===== src/rtl/uart_pixel_framer.sv =====
// UART <-> image pipeline framer: packs channels_p rx bytes into pixels with
// col/row markers, and saturates magnitudes into tx bytes. Optional macro
// PIXEL_FRAMER_TIMEOUT_EN drops a stalled partial pixel after an idle period.
module uart_pixel_framer #(
  parameter int channels_p       = 3,
  parameter int width_p          = 8,
  parameter int linewidth_px_p   = 480,
  parameter int frame_lines_p    = 272,
  parameter int mag_width_p      = 16,
  parameter int mag_rshift_p     = 2,
  parameter int timeout_cycles_p = 100000
) (
  input  logic                          clk_i,
  input  logic                          reset_i,
  input  logic                          valid_i,
  output logic                          ready_o,
  input  logic [width_p-1:0]            data_i,
  output logic                          valid_o,
  input  logic                          ready_i,
  output logic [channels_p*width_p-1:0] pixel_o,
  output logic                          sof_o,
  output logic                          eol_o,
  output logic                          frame_done_o,
  input  logic                          mag_valid_i,
  output logic                          mag_ready_o,
  input  logic [mag_width_p-1:0]        mag_i,
  output logic                          byte_valid_o,
  input  logic                          byte_ready_i,
  output logic [width_p-1:0]            byte_o
);

  // Every interface moves a word when valid and ready are both high at a rising
  // edge; a raised valid holds its data stable until that transfer happens.

  localparam int PIX_W = channels_p * width_p;
  localparam int IDX_W = (channels_p > 1) ? $clog2(channels_p) : 1;
  localparam int COL_W = (linewidth_px_p > 1) ? $clog2(linewidth_px_p) : 1;
  localparam int ROW_W = (frame_lines_p > 1) ? $clog2(frame_lines_p) : 1;

  localparam logic [IDX_W-1:0] LAST_IDX = IDX_W'(channels_p - 1);
  localparam logic [COL_W-1:0] LAST_COL = COL_W'(linewidth_px_p - 1);
  localparam logic [ROW_W-1:0] LAST_ROW = ROW_W'(frame_lines_p - 1);
  localparam logic [mag_width_p-1:0] BYTE_MAX =
    mag_width_p'((64'd1 << width_p) - 64'd1);

  if (channels_p < 1 || channels_p > 4 || mag_width_p < width_p ||
      timeout_cycles_p < 2) begin : g_bad_params
    $error("uart_pixel_framer: unsupported parameter combination");
  end

  // ---------------------------------------------------------------------------
  // Ingress state
  // ---------------------------------------------------------------------------
  logic [IDX_W-1:0] idx_q, idx_d;
  logic [PIX_W-1:0] hold_q, hold_d;
  logic             valid_q, valid_d;
  logic [PIX_W-1:0] pixel_q, pixel_d;
  logic             sof_q, sof_d;
  logic             eol_q, eol_d;
  logic [COL_W-1:0] col_q, col_d;
  logic [ROW_W-1:0] row_q, row_d;

  logic             last_byte;
  logic             accept;
  logic             load;
  logic             pix_hs;
  logic             timeout_hit;
  logic [PIX_W-1:0] load_word;

  assign last_byte = (idx_q == LAST_IDX);
  assign ready_o   = last_byte ? (!valid_q || ready_i) : 1'b1;
  assign accept    = valid_i && ready_o;
  assign load      = accept && last_byte;
  assign pix_hs    = valid_q && ready_i;

`ifdef PIXEL_FRAMER_TIMEOUT_EN
  localparam int TMO_W = $clog2(timeout_cycles_p + 1);
  localparam logic [TMO_W-1:0] TMO_LAST = TMO_W'(timeout_cycles_p - 1);

  logic [TMO_W-1:0] idle_q, idle_d;

  always_comb begin
    idle_d = idle_q + 1'b1;
    if (accept || idx_q == '0) begin
      idle_d = '0;
    end
  end

  // A byte arriving on the expiry cycle still counts; alignment is only
  // abandoned when the line has truly gone quiet mid-pixel.
  assign timeout_hit = !accept && (idx_q != '0) && (idle_q == TMO_LAST);

  always_ff @(posedge clk_i) begin
    if (reset_i) begin
      idle_q <= '0;
    end else begin
      idle_q <= idle_d;
    end
  end
`else
  assign timeout_hit = 1'b0;
`endif

  // The top slot of the hold register is never stored; the last byte goes
  // straight from data_i into the output register.
  always_comb begin
    load_word = hold_q;
    load_word[int'(LAST_IDX)*width_p +: width_p] = data_i;
  end

  always_comb begin
    idx_d  = idx_q;
    hold_d = hold_q;
    if (accept) begin
      if (last_byte) begin
        idx_d = '0;
      end else begin
        hold_d[int'(idx_q)*width_p +: width_p] = data_i;
        idx_d = idx_q + 1'b1;
      end
    end else if (timeout_hit) begin
      idx_d  = '0;
      hold_d = '0;
    end
  end

  // Position of the pixel presented (or next to be presented) on pixel_o.
  always_comb begin
    col_d = col_q;
    row_d = row_q;
    if (pix_hs) begin
      if (col_q == LAST_COL) begin
        col_d = '0;
        row_d = (row_q == LAST_ROW) ? '0 : row_q + 1'b1;
      end else begin
        col_d = col_q + 1'b1;
      end
    end
  end

  // A load takes the position after any handshake in the same cycle, so a
  // back-to-back reload gets markers for the following pixel.
  always_comb begin
    valid_d = valid_q;
    pixel_d = pixel_q;
    sof_d   = sof_q;
    eol_d   = eol_q;
    if (load) begin
      valid_d = 1'b1;
      pixel_d = load_word;
      sof_d   = (col_d == '0) && (row_d == '0);
      eol_d   = (col_d == LAST_COL);
    end else if (pix_hs) begin
      valid_d = 1'b0;
      sof_d   = 1'b0;
      eol_d   = 1'b0;
    end
  end

  assign frame_done_o = pix_hs && (col_q == LAST_COL) && (row_q == LAST_ROW);
  assign valid_o      = valid_q;
  assign pixel_o      = pixel_q;
  assign sof_o        = sof_q;
  assign eol_o        = eol_q;

  // ---------------------------------------------------------------------------
  // Egress: magnitude -> saturated byte
  // ---------------------------------------------------------------------------
  logic                   byte_valid_q, byte_valid_d;
  logic [width_p-1:0]     byte_q, byte_d;
  logic [mag_width_p-1:0] mag_scaled;
  logic [width_p-1:0]     byte_sat;
  logic                   mag_accept;

  assign mag_ready_o = !byte_valid_q || byte_ready_i;
  assign mag_accept  = mag_valid_i && mag_ready_o;
  assign mag_scaled  = mag_i >> mag_rshift_p;
  assign byte_sat    = (mag_scaled > BYTE_MAX) ? {width_p{1'b1}}
                                               : mag_scaled[width_p-1:0];

  always_comb begin
    byte_valid_d = byte_valid_q;
    byte_d       = byte_q;
    if (mag_accept) begin
      byte_valid_d = 1'b1;
      byte_d       = byte_sat;
    end else if (byte_ready_i) begin
      byte_valid_d = 1'b0;
    end
  end

  assign byte_valid_o = byte_valid_q;
  assign byte_o       = byte_q;

  // ---------------------------------------------------------------------------
  // State registers
  // ---------------------------------------------------------------------------
  always_ff @(posedge clk_i) begin
    if (reset_i) begin
      idx_q        <= '0;
      hold_q       <= '0;
      valid_q      <= 1'b0;
      pixel_q      <= '0;
      sof_q        <= 1'b0;
      eol_q        <= 1'b0;
      col_q        <= '0;
      row_q        <= '0;
      byte_valid_q <= 1'b0;
      byte_q       <= '0;
    end else begin
      idx_q        <= idx_d;
      hold_q       <= hold_d;
      valid_q      <= valid_d;
      pixel_q      <= pixel_d;
      sof_q        <= sof_d;
      eol_q        <= eol_d;
      col_q        <= col_d;
      row_q        <= row_d;
      byte_valid_q <= byte_valid_d;
      byte_q       <= byte_d;
    end
  end

endmodule

===== config.mk =====
export PLATFORM = sky130hd
export DESIGN_NAME = uart_pixel_framer
export DESIGN_NICKNAME = d
export VERILOG_FILES = /design/src/rtl/uart_pixel_framer.sv
export SDC_FILE = /design/constraint.sdc
export NUM_CORES = 1
export LEC_CHECK = 0
export BUFFER_PORTS_ARGS = -buffer_cell sky130_fd_sc_hd__buf_4
export CAP_MARGIN = 25
export CORE_MARGIN = 3
export CORE_UTILIZATION = 55
export DETAILED_ROUTE_END_ITERATION = 12
export PLACE_DENSITY = 0.8
export SLEW_MARGIN = 15
export SYNTH_ARGS = -nofsm -noshare
export SYNTH_HDL_FRONTEND = slang
export SYNTH_SLANG_ARGS = --single-unit

===== constraint.sdc =====
create_clock -name clk_i -period 5.7 [get_ports clk_i]
set_input_delay 1.14 -clock clk_i [delete_from_list [all_inputs] [get_ports clk_i]]
set_output_delay 1.14 -clock clk_i [all_outputs]
set_load 0.02 [all_outputs]

### Yosys cells after proc, flatten, opt, wreduce, memory -nomap -nowiden

Index checks and enable logic that the tools add are counted.

* logic and storage cells: 53
* output and inout bits: 39
* register bits after elaboration: 80

* reductions and logical operators: 16
* order comparisons: 1
* shifts and indexed selects: 2
* add/subtract/negate cells: 4
* muxes and demuxes: 15
* eq/ne operators: 4
* bitwise gates (word level): 1

Operator list (number)
* 9-bit 2-to-1 mux: 5
* 5-bit negation with 33-bit output: 1
* 8-bit by 33-bit variable shift with 24-bit output, first input constant: 1
* 8-bit by 33-bit indexed part select with 24-bit output: 1
* 9-bit equality test, second input constant: 3
* 24-bit bitwise mux: 1
* 9-bit by 1-bit adder with 9-bit output, second input constant: 2
* 9-bit zero test: 2
* 14-bit by 8-bit > comparator with 1-bit output, second input constant: 1
* 8-bit 2-to-1 mux: 1
* 1-bit logical AND: 7
* 1-bit 2-to-1 mux: 7
* 2-bit nonzero test: 2
* 2-bit by 1-bit adder with 2-bit output, second input constant: 1
* 2-bit equality test, second input constant: 1
* 1-bit zero test: 2
* 1-bit logical OR: 2
* 2-bit 2-to-1 mux: 1
* 2-bit AND reduction: 1
* 1-bit inverter: 1

### Depth between registers and ports, before layout

* word-level depth: 7
* depth in mapped cells: 8

### Worst setup path before layout

Ideal clock, no wire load.

* kind: in2out
* start: input ready_i
* end: output frame_done_o
* data arrival time: 2.020 ns
* cell stages on the path: 4
* slack: 2.540 ns
* path buffers: 1
* data required time: 4.560 ns
* cells stage by stage: nand4_2 > nor4_2 > and3_1 > clkbuf_2

* word-level cells in the longest chain between the ends: 3

RTL lines
* from (decl): line 19 `input logic ready_i,`
* 1-bit logical AND: line 74 `assign pix_hs = valid_q && ready_i;`
* 1-bit logical AND (2 in a row): line 160 `assign frame_done_o = pix_hs && (col_q == LAST_COL) && (row_q == LAST_ROW);`
* to (decl): line 23 `output logic frame_done_o,`

Every way passes these cells.

### Worst setup path after layout

Ends and elaborated chain as after synthesis.

==> impl_results.md <==
* Area growth, synth to finish at 22.09%
* Critical path class: in -> out
* GPL Wtd Cong at 0.8604
* Worst-path cell chain: buf_4 > nand4_2 > nor4_2 > and3_1 > buf_4
* Number of global-route vias before repair at around 2700
* Largest net degree at the start of global routing at between 60 and 70
* Hold slack final at roughly 0.46 ns
* Async set-reset flop share out of synthesis at 0
* Crit-path slowest cell: nor4_2
* Detail Route Antenna Nets at 0
* Worst slew pin tran at 0.9738 ns
* Post-CTS setup buffers at 0
* Worst vdd ir at approximately 0.16 mV
* Status: completed
* Gate power share at 0.073
* Hold_buf cts at 0
* Startpoint types: input pin
* GRT Overall Usage at 0.2277
* # nets final at 479
* Leakage at 0.001513 µW
* Crit path time final at 3.557 ns
* Die Width at 82.29 µm
* Post-DR vias/cell at 5.618
* Part of the power in the clock network at 0.417
* Pint at 772.6 µW
* Area of the multi-input gates at ~1600 µm²
* Rows at 27
* Critical Path RT at 4.56 ns
* Mean area per synthesized cell at 8.292 µm²
* Power per cell area at 260.5 nW/µm²
* Most frequent CP cell: buf_4
* Die height at 82.29 µm
* Initial antenna violation count at 0
* CTS clk-pin slew, worst paths at 0.08 ns
* Final setup viols at 0
* EDFF count, synth at 0
* Max Slew Vio Count at 0
* Dpl ws at 2.186 ns
* Final hold vios at 0
* Iter 0 DRT Violations at between 100 and 150
* HPWL after DPL at 4994 µm
* Cells after synthesis at 386
* Seq/Total Area, Yosys at 0.4504
* Flop pwr share at 0.510
* Post-synth top flop: dfxtp_1
* First-pass GRT wire length at 12080 µm
* Crit end category: primary output
* CTS max path bufs at 2
* Clk Latency, worst-skew pair at between 0.3 and 0.4 ns
* Setup TNS at 0 ns
* Tot Pwr at 1018 µW
* Fin area at 3908 µm²
* Synth Register Bits at slightly above 70
* CTS buffer count at 9
* Final worst path period share at 0.6240
* DR pass1 iterations at 5
* CP delay by family, top: simple AND/OR/NAND/NOR gates
* Area of the core at approximately 5600 µm²
* Buf/Inv on CP at 2
* H-tree Lvls at 3
* RSZ-0062 raised after global routing: false
* Initial Util at 0.5742
* MaxCap Viol Count at 0
* DRC viols at 0
* CTS sink count at just over 70
* Syn_nets at 423
* Total grt overflow at 0
* Setup ws final at between 2 and 2.5 ns
* Delay of the slowest critical-path stage at 0.42 ns
* Sw frac at 0.2411
* CP arrival at 2.42 ns
* Routed wire length at 7283 µm
* Placed cell areas at 3682 µm²
* Distinct cells, synth at 54
* DIE AREA at 6771 µm²
* Max Freq at 0.2811 GHz
* IO buf count at 66
* Filler cell count in the final layout at 467
* CTS tree: yes
* Tightest Hold Check Type: reg -> reg
* Psw at approximately 250 µW
* CP max FO at 7
* Root Driver: clkbuf_8
* Number of diodes at 0
* Synth warn at 0
* Resized Gates After CTS at 0
* Routed wire per std cell at between 10 and 15 µm
* Slew Limit Headroom at 0.3508
* Post-synthesis instance area at ~3200 µm²
* Vias at 2916
* Setup Skew at 0.007645 ns
* Register area at 1441 µm²
* I/O pins at 69
* Share of cells above drive strength 1 at 0.2215
## worst paths after layout
path	start	to	slack, ns	depth (start not counted)
setup / recovery	ready_i	frame_done_o	2.14	5
setup reg to reg	idx_q[0]	sof_o	3.06	7
hold reg to reg	pixel_o[1]	pixel_o[1]	0.46	2
hold / removal	pixel_o[1]	pixel_o[1]	0.46	2
## layout by cell type (no fill, tap or decap), drive strengths merged, types with 2 or more instances in the layout
master / Yosys / layout
nand2: 68 / 68
nor3: 19 / 19
and3: 3 / 3
a21oi: 43 / 43
or2: 2 / 2
xnor2: 7 / 7
clkinvlp: 0 / 2
ha: 7 / 7
a22oi: 16 / 16
buf: 7 / 67
nand2b: 3 / 3
nor3b: 3 / 3
nand3b: 2 / 2
nand3: 13 / 13
clkbuf: 15 / 11
o21ai: 13 / 13
inv: 5 / 7
or4: 4 / 4
xor2: 4 / 4
o22ai: 2 / 2
nor2b: 2 / 2
nor4: 5 / 5
and4: 3 / 3
dfxtp: 72 / 72
o31ai: 2 / 2
and2: 2 / 2
nand4: 8 / 8
nand4b: 2 / 2
nor2: 42 / 42
## per-stage QoR
step,utilization,cells
3_5_place_dp,0.6606,502
3_3_place_gp,0.6606,502
6_report,0.7010,519
5_1_grt,0.7010,519
2_1_floorplan,-,386
4_1_cts,0.6990,518
## area by class of cell
cell class | count | area share
Timing Repair Buffer | 67 | 0.1297
Clock inverter | 5 | 0.01601
Clock buffer | 11 | 0.03874
Inverter | 5 | 0.004803
Sequential cell | 72 | 0.3689
Multi-Input combinational cell | 287 | 0.4188
Tap cell | 72 | 0.02305
## per-layer routing
metal | GRT usage | vias up | wire length [µm]
met1 | 0.3069 | 1343 | 3289
li1 | - | 1474 | -
met3 | 0.04664 | 13 | 504
met5 | 0 | - | 0
met4 | 0.1047 | 0 | 130
met2 | 0.3486 | 86 | 3358
## flip-flops by register name, summed over array words and instances (netlist names)
signal,cells
idx_q,2
eol_o,1
row_q,9
pixel_o,24
byte_valid_o,1
hold_q,16
valid_o,1
sof_o,1
byte_o,8
col_q,9
## worst reg2reg max path, stage by stage (launching register included)
cell       delay [ns]
dfxtp_1          0.37
inv_1            0.13
ha_1             0.22
and3_1           0.82
o2111ai_1        0.27
a2111oi_2        0.41
nand4_1          0.16
o31ai_2          0.18
## cell families after synthesis
logic type	Yosys count	synth area share
and+or+nand+nor	184	0.2905
DFF	72	0.4504
xor gates and xnor gates	11	0.03010
adders and majority gates	7	0.02736
AOI/OAI and AO/OA	83	0.1568
buffers and inverters	27	0.03831
muxes	2	0.006646
## synth_stat cells (all sizes together) (3+ instances only)
cell	n	share of area
and4	3	0.0082
a22oi	16	0.038
nor3b	3	0.0086
clkbuf	15	0.018
nor3	19	0.033
or4	4	0.011
ha	7	0.027
buf	7	0.014
and3	3	0.0059
xor2	4	0.011
nand2b	3	0.0066
nor2	42	0.049
dfxtp	72	0.45
nand4	8	0.022
a21oi	43	0.067
o21ai	13	0.020
xnor2	7	0.019
inv	5	0.0059
nor4	5	0.014
nand2	68	0.081
nand3	13	0.020
## power by group through the flow
stage	Combinational, µW	Sequential [µW]	Clock [µW]
detailed placement	73.6	531	0
finish	74.0	519	425
global placement	72.0	530	0
global route	82.0	521	454
floorplan	31.6	538	0
CTS	74.3	519	434
(Power assumes the default switching activity.)
